## src/rtl/pipeline_ctrl_if.sv

```systemverilog
// Purpose : hazard/stall control bundle between the datapath and pipeline_ctrl.
// Latency : none, wires only; pipeline_ctrl drives the controls combinationally from its inputs.
// Backpressure: stalls and bubbles are carried on the _en/_flush controls; there is no handshake.
//
// Ports (slave view = pipeline_ctrl):
//   in : ihit, dhit, mem_dREN, mem_dWEN, idex_MemRead, idex_Rt, ifid_Rs, ifid_Rt,
//        mem_brtaken, mem_halt
//   out: pc_en, {ifid,idex,exmem,memwb}_en, {ifid,idex,exmem,memwb}_flush,
//        halt_o, stall_cnt
interface pipeline_ctrl_if;
    // Datapath status toward the controller
    logic        ihit;
    logic        dhit;
    logic        mem_dREN;
    logic        mem_dWEN;
    logic        idex_MemRead;
    logic [4:0]  idex_Rt;
    logic [4:0]  ifid_Rs;
    logic [4:0]  ifid_Rt;
    logic        mem_brtaken;
    logic        mem_halt;

    // Controller decisions toward the datapath
    logic        pc_en;
    logic        ifid_en;
    logic        idex_en;
    logic        exmem_en;
    logic        memwb_en;
    logic        ifid_flush;
    logic        idex_flush;
    logic        exmem_flush;
    logic        memwb_flush;
    logic        halt_o;
    logic [31:0] stall_cnt;

    // Datapath side: supplies the status and consumes the controls.
    modport master (
        output ihit, dhit, mem_dREN, mem_dWEN, idex_MemRead,
               idex_Rt, ifid_Rs, ifid_Rt, mem_brtaken, mem_halt,
        input  pc_en, ifid_en, idex_en, exmem_en, memwb_en,
               ifid_flush, idex_flush, exmem_flush, memwb_flush,
               halt_o, stall_cnt
    );

    // Controller side.
    modport slave (
        input  ihit, dhit, mem_dREN, mem_dWEN, idex_MemRead,
               idex_Rt, ifid_Rs, ifid_Rt, mem_brtaken, mem_halt,
        output pc_en, ifid_en, idex_en, exmem_en, memwb_en,
               ifid_flush, idex_flush, exmem_flush, memwb_flush,
               halt_o, stall_cnt
    );
endinterface

```

## src/rtl/pipeline_ctrl.sv

```systemverilog
// Purpose : 5-stage pipeline hazard controller: PC/latch enables, bubbles, halt, stall counter.
// Latency : enables/flushes are combinational in the same cycle; state and stall_cnt are registered.
// Backpressure: a data miss freezes PC..EX/MEM and bubbles MEM/WB; a load-use hazard or fetch miss
//           holds the front end. HALT freezes every latch until nRST.
//
// Ports:
//   CLK  - clock, rising edge
//   nRST - asynchronous active-low reset (state -> RUN, stall_cnt -> 0)
//   pif  - pipeline_ctrl_if.slave (hazard status in, pipeline controls/halt/stall_cnt out)
module pipeline_ctrl (
    input  logic           CLK,
    input  logic           nRST,
    pipeline_ctrl_if.slave pif
);

    typedef enum logic [1:0] {
        RUN   = 2'd0,
        DWAIT = 2'd1,
        HALT  = 2'd2
    } state_t;

    state_t      state;
    state_t      next_state;
    logic [31:0] stall_cnt_q;

    logic dmiss;
    logic loaduse;

    logic pc_en;
    logic ifid_en;
    logic idex_en;
    logic exmem_en;
    logic memwb_en;
    logic ifid_flush;
    logic idex_flush;
    logic exmem_flush;
    logic memwb_flush;
    logic halt_o;

    // Hazard detection. A load into $zero never creates a dependency.
    assign dmiss   = (pif.mem_dREN | pif.mem_dWEN) & ~pif.dhit;
    assign loaduse = pif.idex_MemRead & (pif.idex_Rt != 5'd0) &
                     ((pif.idex_Rt == pif.ifid_Rs) | (pif.idex_Rt == pif.ifid_Rt));

    // State register
    always_ff @(posedge CLK or negedge nRST) begin
        if (!nRST) begin
            state <= RUN;
        end else begin
            state <= next_state;
        end
    end

    // Next-state logic. RUN and DWAIT share one decode. DWAIT only records
    // that a miss is outstanding; once dhit arrives dmiss drops and the
    // controller falls back to RUN.
    always_comb begin
        next_state = state;
        case (state)
            RUN, DWAIT: begin
                if (pif.mem_halt) begin
                    next_state = HALT;
                end else if (dmiss) begin
                    next_state = DWAIT;
                end else begin
                    next_state = RUN;
                end
            end
            HALT:    next_state = HALT;
            default: next_state = RUN;
        endcase
    end

    // Output logic. Flushes take precedence over the matching enable in the
    // datapath, so an enable may be left high alongside its flush.
    always_comb begin
        pc_en       = 1'b1;
        ifid_en     = 1'b1;
        idex_en     = 1'b1;
        exmem_en    = 1'b1;
        memwb_en    = 1'b1;
        ifid_flush  = 1'b0;
        idex_flush  = 1'b0;
        exmem_flush = 1'b0;
        memwb_flush = 1'b0;
        halt_o      = 1'b0;

        case (state)
            HALT: begin
                pc_en    = 1'b0;
                ifid_en  = 1'b0;
                idex_en  = 1'b0;
                exmem_en = 1'b0;
                memwb_en = 1'b0;
                halt_o   = 1'b1;
            end
            default: begin
                if (pif.mem_halt) begin
                    // Drain: freeze everything and keep the instructions behind
                    // the halt from committing.
                    pc_en       = 1'b0;
                    ifid_en     = 1'b0;
                    idex_en     = 1'b0;
                    exmem_en    = 1'b0;
                    memwb_en    = 1'b0;
                    memwb_flush = 1'b1;
                end else if (dmiss) begin
                    // Hold PC..EX/MEM so the memory op is retried. Bubble WB so a
                    // stale result is not written twice.
                    pc_en       = 1'b0;
                    ifid_en     = 1'b0;
                    idex_en     = 1'b0;
                    exmem_en    = 1'b0;
                    memwb_flush = 1'b1;
                end else if (pif.mem_brtaken) begin
                    // Redirect fetch and squash the three younger instructions.
                    // PC loads even on an ifetch miss because the target
                    // replaces the fetch that is in flight.
                    ifid_flush  = 1'b1;
                    idex_flush  = 1'b1;
                    exmem_flush = 1'b1;
                end else if (loaduse) begin
                    // Hold the dependent instruction in ID for one cycle and let
                    // the load move ahead. The bubble in EX clears idex_MemRead,
                    // so the hazard cannot repeat for the same load.
                    pc_en      = 1'b0;
                    ifid_en    = 1'b0;
                    idex_flush = 1'b1;
                end else if (!pif.ihit) begin
                    // Fetch miss: hold PC and insert a bubble behind the fetch.
                    pc_en      = 1'b0;
                    ifid_flush = 1'b1;
                end
            end
        endcase
    end

    // Stall counter: counts cycles in which PC is held outside HALT, and
    // saturates at all-ones instead of wrapping.
    always_ff @(posedge CLK or negedge nRST) begin
        if (!nRST) begin
            stall_cnt_q <= 32'd0;
        end else if ((state != HALT) && !pc_en && (stall_cnt_q != 32'hFFFF_FFFF)) begin
            stall_cnt_q <= stall_cnt_q + 32'd1;
        end
    end

    assign pif.pc_en       = pc_en;
    assign pif.ifid_en     = ifid_en;
    assign pif.idex_en     = idex_en;
    assign pif.exmem_en    = exmem_en;
    assign pif.memwb_en    = memwb_en;
    assign pif.ifid_flush  = ifid_flush;
    assign pif.idex_flush  = idex_flush;
    assign pif.exmem_flush = exmem_flush;
    assign pif.memwb_flush = memwb_flush;
    assign pif.halt_o      = halt_o;
    assign pif.stall_cnt   = stall_cnt_q;

endmodule

```

## src/flat_wrapper.sv

```systemverilog
// flat-port wrapper written by rule: the top's interface ports become plain ports
module pipeline_ctrl_flat 
  (CLK, nRST, pif_ihit, pif_dhit, pif_mem_dREN, pif_mem_dWEN, pif_idex_MemRead, pif_idex_Rt, pif_ifid_Rs, pif_ifid_Rt, pif_mem_brtaken, pif_mem_halt, pif_pc_en, pif_ifid_en, pif_idex_en, pif_exmem_en, pif_memwb_en, pif_ifid_flush, pif_idex_flush, pif_exmem_flush, pif_memwb_flush, pif_halt_o, pif_stall_cnt);
  pipeline_ctrl_if pif_i ();
  input  logic CLK;
  input  logic nRST;
  input wire logic [$bits(pif_i.ihit)-1:0] pif_ihit;
  input wire logic [$bits(pif_i.dhit)-1:0] pif_dhit;
  input wire logic [$bits(pif_i.mem_dREN)-1:0] pif_mem_dREN;
  input wire logic [$bits(pif_i.mem_dWEN)-1:0] pif_mem_dWEN;
  input wire logic [$bits(pif_i.idex_MemRead)-1:0] pif_idex_MemRead;
  input wire logic [$bits(pif_i.idex_Rt)-1:0] pif_idex_Rt;
  input wire logic [$bits(pif_i.ifid_Rs)-1:0] pif_ifid_Rs;
  input wire logic [$bits(pif_i.ifid_Rt)-1:0] pif_ifid_Rt;
  input wire logic [$bits(pif_i.mem_brtaken)-1:0] pif_mem_brtaken;
  input wire logic [$bits(pif_i.mem_halt)-1:0] pif_mem_halt;
  output wire logic [$bits(pif_i.pc_en)-1:0] pif_pc_en;
  output wire logic [$bits(pif_i.ifid_en)-1:0] pif_ifid_en;
  output wire logic [$bits(pif_i.idex_en)-1:0] pif_idex_en;
  output wire logic [$bits(pif_i.exmem_en)-1:0] pif_exmem_en;
  output wire logic [$bits(pif_i.memwb_en)-1:0] pif_memwb_en;
  output wire logic [$bits(pif_i.ifid_flush)-1:0] pif_ifid_flush;
  output wire logic [$bits(pif_i.idex_flush)-1:0] pif_idex_flush;
  output wire logic [$bits(pif_i.exmem_flush)-1:0] pif_exmem_flush;
  output wire logic [$bits(pif_i.memwb_flush)-1:0] pif_memwb_flush;
  output wire logic [$bits(pif_i.halt_o)-1:0] pif_halt_o;
  output wire logic [$bits(pif_i.stall_cnt)-1:0] pif_stall_cnt;
  assign pif_i.ihit = pif_ihit;
  assign pif_i.dhit = pif_dhit;
  assign pif_i.mem_dREN = pif_mem_dREN;
  assign pif_i.mem_dWEN = pif_mem_dWEN;
  assign pif_i.idex_MemRead = pif_idex_MemRead;
  assign pif_i.idex_Rt = pif_idex_Rt;
  assign pif_i.ifid_Rs = pif_ifid_Rs;
  assign pif_i.ifid_Rt = pif_ifid_Rt;
  assign pif_i.mem_brtaken = pif_mem_brtaken;
  assign pif_i.mem_halt = pif_mem_halt;
  assign pif_pc_en = pif_i.pc_en;
  assign pif_ifid_en = pif_i.ifid_en;
  assign pif_idex_en = pif_i.idex_en;
  assign pif_exmem_en = pif_i.exmem_en;
  assign pif_memwb_en = pif_i.memwb_en;
  assign pif_ifid_flush = pif_i.ifid_flush;
  assign pif_idex_flush = pif_i.idex_flush;
  assign pif_exmem_flush = pif_i.exmem_flush;
  assign pif_memwb_flush = pif_i.memwb_flush;
  assign pif_halt_o = pif_i.halt_o;
  assign pif_stall_cnt = pif_i.stall_cnt;
  pipeline_ctrl u_core (.CLK(CLK), .nRST(nRST), .pif(pif_i));
endmodule
```

## config.mk

```make
export PLATFORM = sky130hd
export DESIGN_NAME = pipeline_ctrl_flat
export DESIGN_NICKNAME = d
export VERILOG_FILES = /design/src/rtl/pipeline_ctrl_if.sv /design/src/rtl/pipeline_ctrl.sv /design/src/flat_wrapper.sv
export SDC_FILE = /design/constraint.sdc
export NUM_CORES = 1
export LEC_CHECK = 0
export CAP_MARGIN = 25
export CORE_AREA = 2 2 67 69
export CTS_BUF_LIST = sky130_fd_sc_hd__clkbuf_4 sky130_fd_sc_hd__clkbuf_8
export CTS_CLUSTER_SIZE = 25
export DETAILED_ROUTE_END_ITERATION = 10
export DIE_AREA = 0 0 69 71
export PLACE_DENSITY = 0.88
export REMOVE_ABC_BUFFERS = 1
export SLEW_MARGIN = 40
export SYNTH_ARGS = -nofsm -noshare
export SYNTH_HDL_FRONTEND = slang
export SYNTH_SLANG_ARGS = --single-unit
```

## constraint.sdc

```tcl
create_clock -name CLK -period 2.1 [get_ports CLK]
set_input_delay 0.315 -clock CLK [delete_from_list [all_inputs] [get_ports CLK]]
set_output_delay 0.315 -clock CLK [all_outputs]
set_load 0.03 [all_outputs]
```

# Word-level counts from Yosys, hierarchy flattened
# Cells that the tools add are included.
[word_totals] register_bits=34 inputBits=24 output_inout_bits=42 word_cells=59
[op_classes] addsub=1 eq_ne=6 n_mux=38 bitwise=6 n_reduce_logical=6
[ops] cell="1-bit 2-to-1 mux" count=36
[ops] cell="32-bit by 1-bit adder with 32-bit output (second input constant)" count=1
[ops] cell="32-bit != test (second input constant)" count=1
[ops] cell="5-bit equality test" count=2
[ops] cell="5-bit nonzero test" count=1
[ops] cell="2-bit one-hot mux with 2 select lines" count=1
[ops] cell="1-bit bitwise AND" count=3
[ops] cell="2-bit by 1-bit equality test with 1-bit output (second input constant)" count=1
[ops] cell="2-bit equality test (second input constant)" count=1
[ops] cell="1-bit logical AND" count=2
[ops] cell="2-bit zero test" count=1
[ops] cell="2-bit 2-to-1 mux" count=1
[ops] cell="2-bit != test (second input constant)" count=1
[ops] cell="1-bit bitwise OR" count=2
[ops] cell="2-bit OR reduction" count=1
[ops] cell="1-bit zero test" count=1
[ops] cell="1-bit inverter" count=1

# Longest topological paths before layout
# Gate-level depths: netlist of run 1.
[logic_depth] depth_word=11 mapped_depth=8 mapped_depth_nobuf=7

# Worst setup path before layout of run 1
# OpenSTA, ideal clock, no wires.
[synth_timing] path_type="reg-to-output" start="reg u_core.state[1]" end="out pif_ifid_flush" arrival_time_ns=2.400 t_required_ns=1.785 path_slack_ns=-0.615 path_stages_with_launch=6 path_cell_list="dfrtp_1 nand2b_1 inv_1 nor3_1 o21ai_0 a21oi_1"
[synth_via] elab_chain_cells=2
[synth_rtl] element="start: declaration" line="pipeline_ctrl.sv:22" rtl="state_t state;"
[synth_rtl] element="start signal: assignment" line="pipeline_ctrl.sv:50" rtl="state <= next_state;"
[synth_rtl] element="2-bit equality test" line="pipeline_ctrl.sv:88" rtl="case (state)"
[synth_rtl] element="1-bit 2-to-1 mux" line="pipeline_ctrl.sv:88"
[synth_rtl] element="end: declaration" line="flat_wrapper.sv:22" rtl="output wire logic [$bits(pif_i.ifid_flush)-1:0] pif_ifid_flush;"
# No other way between the ends.

# Worst setup path after layout of run 1
[layout_timing] start="in pif_idex_Rt[2]" end="out pif_ifid_flush"
[layout_via] elab_chain_cells=8
[layout_rtl] element="start: declaration" line="flat_wrapper.sv:12" rtl="input wire logic [$bits(pif_i.idex_Rt)-1:0] pif_idex_Rt;"
[layout_rtl] element="5-bit equality test / 5-bit nonzero test (equally long branches)" line="pipeline_ctrl.sv:43, pipeline_ctrl.sv:42"
[layout_rtl] element="1-bit bitwise OR / 1-bit bitwise AND (equally long branches)" line="pipeline_ctrl.sv:43, pipeline_ctrl.sv:42"
[layout_rtl] element="1-bit bitwise AND (*)" line="pipeline_ctrl.sv:42" rtl="assign loaduse = pif.idex_MemRead & (pif.idex_Rt != 5'd0) &"
[layout_rtl] element="1-bit 2-to-1 mux (*)" line="pipeline_ctrl.sv:122" rtl="end else if (loaduse) begin"
[layout_rtl] element="1-bit 2-to-1 mux (*)" line="pipeline_ctrl.sv:115" rtl="end else if (pif.mem_brtaken) begin"
[layout_rtl] element="1-bit 2-to-1 mux (*)" line="pipeline_ctrl.sv:107" rtl="end else if (dmiss) begin"
[layout_rtl] element="1-bit 2-to-1 mux (*)" line="pipeline_ctrl.sv:98" rtl="if (pif.mem_halt) begin"
[layout_rtl] element="1-bit 2-to-1 mux (*)" line="pipeline_ctrl.sv:88"
# Mark *: on every way between the ends. The rest lies on a longest branch, timed or not.

==> results_dict.tcl, run 1 <==
set metrics [dict create \
    status "completed" \
    synthArstFlopShare_pct 100.0 \
    clkSinkCount 34 \
    drtPass1Iterations 4 \
    crit_chain "clkdlybuf4s15_1 -> or4_4 -> o21ai_4 -> nand2b_4 -> o21ai_4 -> a21oi_2 -> buf_6" \
    wire_per_inst_um 15.06 \
    required_ns 1.78 \
    worst_ep_arrival_time_ns 1.73 \
    dp_slack_ns -0.5517 \
    placed_cell_area_sq_mm 0.002736 \
    place_hpwl_mm 3.470 \
    syn_avg_cell_area_sq_um 10.44 \
    yosysWarnings 0 \
    p_int_uw 1027 \
    n_antenna_cell 0 \
    dr.first_iter.drc_count 92 \
    slowest_delay_ns 0.52 \
    cts_hold_buffers 0 \
    max_cap_violations 0 \
    num_rows 24 \
    synth_cell_types 35 \
    gp_congestion 0.8664 \
    post-synth-top-area-fraction_pct 45.79 \
    dieArea_sq_mm 0.004899 \
    grt_pass1_vias 1741 \
    ys.flop_type "dfrtp_1" \
    grt.total_usage_pct 20.72 \
    die_h_um 71 \
    grt_pass1_wl_mm 8.066 \
    dieWidth_um 69 \
    grt_setup_unrepaired "yes" \
    relSlewSlack_pct 71.54 \
    synth_cells 178 \
    synth_edf_count 0 \
    p_leak_uw 0.001377 \
    clockBufferDepth 2 \
    skew_ns 0.001881 \
    final-max-slew-violation-count 0 \
    synth-seq-area-share_pct 45.79 \
    p_switching_uw 334.4 \
    postLayoutCellArea_sq_mm 0.002925 \
    p_clk_share_pct 35.2 \
    fin_util_pct 69.58 \
    drt-vias-per-instance 5.221 \
    tns_ns 0 \
    clk-insertion-delay-late_ns 0.29 \
    cp_max_fo 3 \
    globalRouteOverflowTotal 0 \
    fin_ws_ns 0.05371 \
    hold_ws_ns 0.4323 \
    htreeDepth 2 \
    fill_cells 304 \
    final_antenna_net_count 0 \
    period_minus_slack_ns 2.046 \
    path_class "primary input to output port" \
    syn_area_sq_mm 0.001858 \
    finalCritPeriodShare_pct 97.44 \
    setup.worst_path.end_class "output port" \
    cts-root-buf "clkbuf_8" \
    area_delta_synth_final_pct 57.44 \
    setup_viol 0 \
    vias 1723 \
    grt_max_degree 35 \
    cts_tree "built" \
    start_kind "primary input" \
    fmax_mhz 488.7 \
    synthTopCellsByCount "dfrtp_1, xnor2_1, nand2_1, nand3_1, and3_1" \
    synthTopCellsByArea "dfrtp_1, xnor2_1, nand3_1, and3_1, xor2_1" \
    vdd_drop_max_mv 0.4149 \
    cts_buffers 5 \
    synth_largest_area_cell "dfrtp_1" \
    antenna_found_initial 0 \
    hold_viol 0 \
    io_pins 66 \
    seqPwrFrac_pct 50.0 \
    reg2reg_depth 7 \
    core_sq_mm 0.004204 \
    path_clk_slew_ns 0.06 \
    portBuffers 65 \
    swShare_pct 24.56 \
    tightestPinTransition_ns 0.4269 \
    critical_path.most_common_cell "o21ai_4" \
    drc 0 \
    start_util_pct 44.20 \
    hp-class "primary input to async pin" \
    final_net_count 303 \
    cp_slowest_cell "or4_4" \
    drive_gt1_share_pct 24.46 \
    comb_power_share_pct 14.8 \
    power_density_mw_per_mm2 465.4 \
    synth_seq_cells 34 \
    drt-total-wl_mm 4.971 \
]
## state kept, by name (all words and copies together), names as in the netlist
signal                flops
u_core.state              2
u_core.pif.stall_cnt     32
## placed cells by master (no fill, tap or decap), types with 2 or more instances in the layout
master / Yosys / final
clkbuf_4: 0 / 2
xor2_1: 7 / 7
dfrtp_1: 34 / 34
xnor2_1: 34 / 33
and3_1: 11 / 11
clkdlybuf4s50_1: 0 / 42
inv_1: 4 / 4
nor4_1: 5 / 5
dlygate4sd2_1: 0 / 3
nand4_2: 2 / 2
a21oi_1: 3 / 2
clkbuf_2: 0 / 2
clkbuf_8: 0 / 5
nand2_1: 14 / 14
dlymetal6s2s_1: 0 / 9
o21ai_4: 0 / 2
nor2_1: 10 / 10
nand3_1: 14 / 14
nand4_1: 7 / 7
and2_1: 2 / 2
buf_4: 1 / 36
and4_1: 4 / 4
or3_1: 3 / 3
## repair_timing
action | in CTS | in global routing
resized for setup | 22 | 18
setup buffers | 2 | 0
pin swaps | 5 | 14
cloned | 1 | 0
setup endpoints to repair | 11 | 26
## through the flow
stage          total power (uW)  instances
2_1_floorplan             757.3        175
3_3_place_gp              875.1        320
3_5_place_dp              882.9        320
4_1_cts                    1373        330
5_1_grt                    1423        330
6_report                   1361        330
## critical path: cells and delay by family
kind / cells / cell delay, ns
AO/OA/AOI/OAI: 3 / 0.35
buffers and inverters: 2 / 0.38
AND/OR/NAND/NOR: 2 / 0.68
## cell type report
type / instances / area (sq um) / share of cell area (%)
Clock buffer: 7 / 83.83 / 2.866
Inverter: 4 / 15.01 / 0.5133
Multi-Input combinational cell: 138 / 1045 / 35.71
Sequential cell: 34 / 850.8 / 29.08
Tap cell: 52 / 65.06 / 2.224
Timing Repair Buffer: 95 / 865.8 / 29.60
## logic make-up after synthesis
group / share of synthesized area (%)
buffers and inverters: 2.424
flip-flops: 45.79
XOR/XNOR: 19.33
AND/OR/NAND/NOR: 26.53
adder cells (fa/ha/maj): 0.6733
multiplexers: 0.6060
AO/OA/AOI/OAI: 4.647
## power by group through the flow
stage                     clock [uW]  sequential, uW  combinational (uW)
after floorplan                    0             711                46.4
after global placement             0             691                 184
after detailed placement           0             691                 192
after CTS                        492             680                 201
after global routing             522             682                 220
final                            479             681                 202
## routing by layer
layer / wire (um) / GRT usage (%) / part of all wire, % / vias to the layer above
met5: 0 / 0 / 0 / -
met2: 2613 / 36.32 / 53 / 47
met1: 2069 / 24.84 / 42 / 839
met4: 63 / 7.407 / 1.3 / 0
li1: - / - / - / 830
met3: 225 / 5.128 / 4.5 / 7
## worst paths after layout
| kind | slack [ns] | startpoint | end |
|---|---|---|---|
| min in group CLK | 0.44 | u_core.state[0]$_DFF_PN0_ | u_core.state[1]$_DFF_PN0_ |
| worst min register to register | 0.44 | u_core.state[0]$_DFF_PN0_ | u_core.state[1]$_DFF_PN0_ |
| worst min-delay path | 0.43 | nRST | u_core.pif.stall_cnt[8]$_DFFE_PN0P_ |
| max in group asynchronous | 1.37 | nRST | u_core.pif.stall_cnt[2]$_DFFE_PN0P_ |
| worst max register to register | 0.07 | u_core.pif.stall_cnt[0]$_DFFE_PN0P_ | u_core.pif.stall_cnt[11]$_DFFE_PN0P_ |
| worst max-delay path | 0.05 | pif_idex_Rt[2] | pif_ifid_flush |
No activity file was read; power rests on OpenSTA's default activity.
==> run 2, diff against run 1 <==
--- a/config.mk
+++ b/config.mk
@@ -6,12 +6,12 @@
 export NUM_CORES = 1
 export LEC_CHECK = 0
 export CAP_MARGIN = 25
-export CORE_AREA = 2 2 67 69
+export CORE_AREA = 2 2 75 77
 export CTS_BUF_LIST = sky130_fd_sc_hd__clkbuf_4 sky130_fd_sc_hd__clkbuf_8
 export CTS_CLUSTER_SIZE = 25
 export DETAILED_ROUTE_END_ITERATION = 10
-export DIE_AREA = 0 0 69 71
-export PLACE_DENSITY = 0.88
+export DIE_AREA = 0 0 77 79
+export PLACE_DENSITY = 0.73
 export REMOVE_ABC_BUFFERS = 1
 export SLEW_MARGIN = 40
 export SYNTH_ARGS = -nofsm -noshare
==> run 2 against run 1 <==
The flow now finishes with violations (negative setup slack). Global-route usage down 4.8 points. Flip-flop and latch count stayed put. Cell count grew 5.8%. Core utilization is 14 points lower. Design area is 1.3% higher. Clock-buffer cell count down 2. Non-clock buffer count down 1. Critical endpoint is now pif_pc_en. Highest routed layer unchanged.
==> results_dict.tcl, run 2 (synthesized netlist as in run 1, its figures left out) <==
set metrics [dict create \
    globalRouteOverflowTotal 0 \
    drive_gt1_share_pct 24.91 \
    r2r_start "u_core.pif.stall_cnt[7]$_DFFE_PN0P_" \
    finalCritPeriodShare_pct 101.0 \
    setup.worst_path.end_class "output port" \
    core_sq_mm 0.005338 \
    antenna_found_initial 0 \
    grt_max_degree 35 \
    grt_pass1_wl_mm 7.728 \
    cts_buffers 5 \
    vias 1664 \
    path_clk_slew_ns 0.07 \
    p_leak_uw 0.001369 \
    vdd_drop_max_mv 0.3715 \
    final-max-slew-violation-count 0 \
    r2r-end "u_core.pif.stall_cnt[23]$_DFFE_PN0P_" \
    worst_ep_arrival_time_ns 1.81 \
    tightestPinTransition_ns 0.4149 \
    final_common_cell "clkdlybuf4s50_1" \
    p_switching_uw 347.2 \
    p_int_uw 1123 \
    fmax_mhz 471.4 \
    cts_tree "built" \
    dr.first_iter.drc_count 49 \
    start_kind "primary input" \
    cts-root-buf "clkbuf_8" \
    status "finished with violations" \
    hp-class "primary input to async pin" \
    mostFrequentLayoutCells "clkdlybuf4s50_1, buf_4, dfrtp_1, xnor2_1, nand2_1" \
    swShare_pct 23.61 \
    setup_viol 1 \
    r2r_setup_slack_ns 0.12 \
    gp_congestion 0.7673 \
    reg2reg_depth 6 \
    final_antenna_net_count 0 \
    area_delta_synth_final_pct 59.46 \
    largest_reg_flops 32 \
    num_rows 27 \
    drt-vias-per-instance 4.768 \
    clkSinkCount 34 \
    start_util_pct 34.81 \
    grt_pass1_vias 1654 \
    cts_hold_buffers 0 \
    seqPwrFrac_pct 46.1 \
    htreeDepth 2 \
    wire_per_inst_um 13.52 \
    comb_power_share_pct 13.7 \
    relSlewSlack_pct 72.34 \
    grt_setup_unrepaired "yes" \
    dp_slack_ns -0.5809 \
    n_antenna_cell 0 \
    dieWidth_um 77 \
    path_class "primary input to output port" \
    drtPass1Iterations 4 \
    fin_ws_ns -0.02134 \
    drt-total-wl_mm 4.718 \
    max_cap_violations 0 \
    place_hpwl_mm 3.497 \
    hold_ws_ns 0.4257 \
    portBuffers 65 \
    fill_cells 491 \
    skew_ns 0.006876 \
    design_power_total_uw 1471 \
    die_h_um 79 \
    required_ns 1.78 \
    p_clk_share_pct 40.2 \
    violations "negative setup slack" \
    grt.total_usage_pct 15.87 \
    tns_ns -0.02134 \
    cp_max_fo 3 \
    clockBufferDepth 2 \
    final_net_count 301 \
    io_pins 66 \
    drc 0 \
    hold_viol 0 \
    dieArea_sq_mm 0.006083 \
    power_density_mw_per_mm2 496.4 \
    period_minus_slack_ns 2.121 \
    clk-insertion-delay-late_ns 0.29 \
]
run 2: cell types whose count changed in the layout (fill, tap and decap cells not counted), moves of 2 or more:
cell,before,now
clkdlybuf4s50_1,42,46
nand3_2,1,3
clkbuf_4,2,0
clkinv_2,0,2
dlymetal6s2s_1,9,6
run 2: cell type report:
cell class	instances	area (sq um)	share of cell area (%)
clock inverter	3	40.04	1.351
tap	72	90.09	3.041
multi-input combinational	137	1040	35.09
clock buffer	5	68.82	2.323
sequential	34	850.8	28.72
inverter	4	15.01	0.5068
timing repair buffer	94	858.3	28.97
run 2: timing repair:
action                     CTS  global route
buffers inserted             1             0
resized for setup           20            21
pin swaps                    3             9
setup endpoints to repair   11            11
run 2: per-layer routing:
layer | part of all wire (%) | wire [um] | vias to the layer above | global-route usage, %
li1 | - | - | 832 | -
met4 | 1.1 | 51 | 0 | 4.464
met3 | 4.4 | 207 | 6 | 5.114
met5 | 0 | 0 | - | 0
met2 | 50 | 2358 | 33 | 25.96
met1 | 45 | 2102 | 793 | 20.32
run 2: worst max path at each step:
stage	startpoint	endpoint	slack (ns)
floorplan	u_core.state[1]$_DFF_PN0_	pif_ifid_flush	-1.27
global placement	pif_idex_Rt[0]	pif_idex_flush	-0.50
detailed placement	pif_idex_Rt[4]	pif_idex_flush	-0.58
CTS	pif_ifid_Rt[4]	pif_pc_en	-0.0003
global route	pif_ifid_Rt[2]	pif_pc_en	-0.09
finish	pif_ifid_Rt[2]	pif_pc_en	-0.02
run 2: worst max-delay path: stages:
cell and delay, ns:
clkdlybuf4s50_1 0.49, xnor2_1 0.14, nand2_1 0.14, o22ai_4 0.21
nand2b_4 0.09, o21ai_4 0.19, nor2_1 0.07, buf_4 0.17
run 2: per-stage QoR:
step	utilization, %	instances	cell area, sq um
2_1_floorplan	-	175	1828
3_3_place_gp	51.73	340	2761
3_5_place_dp	51.73	340	2761
4_1_cts	54.31	349	2899
5_1_grt	55.51	349	2963
6_report	55.51	349	2963
run 2: power by group through the flow:
| stage | Sequential [uW] | Combinational [uW] | Clock [uW] |
|---|---|---|---|
| 3_3_place_gp | 690 | 188 | 0 |
| 4_1_cts | 678 | 195 | 606 |
| 2_1_floorplan | 711 | 46.4 | 0 |
| 5_1_grt | 680 | 218 | 638 |
| 6_report | 678 | 202 | 591 |
| 3_5_place_dp | 691 | 188 | 0 |
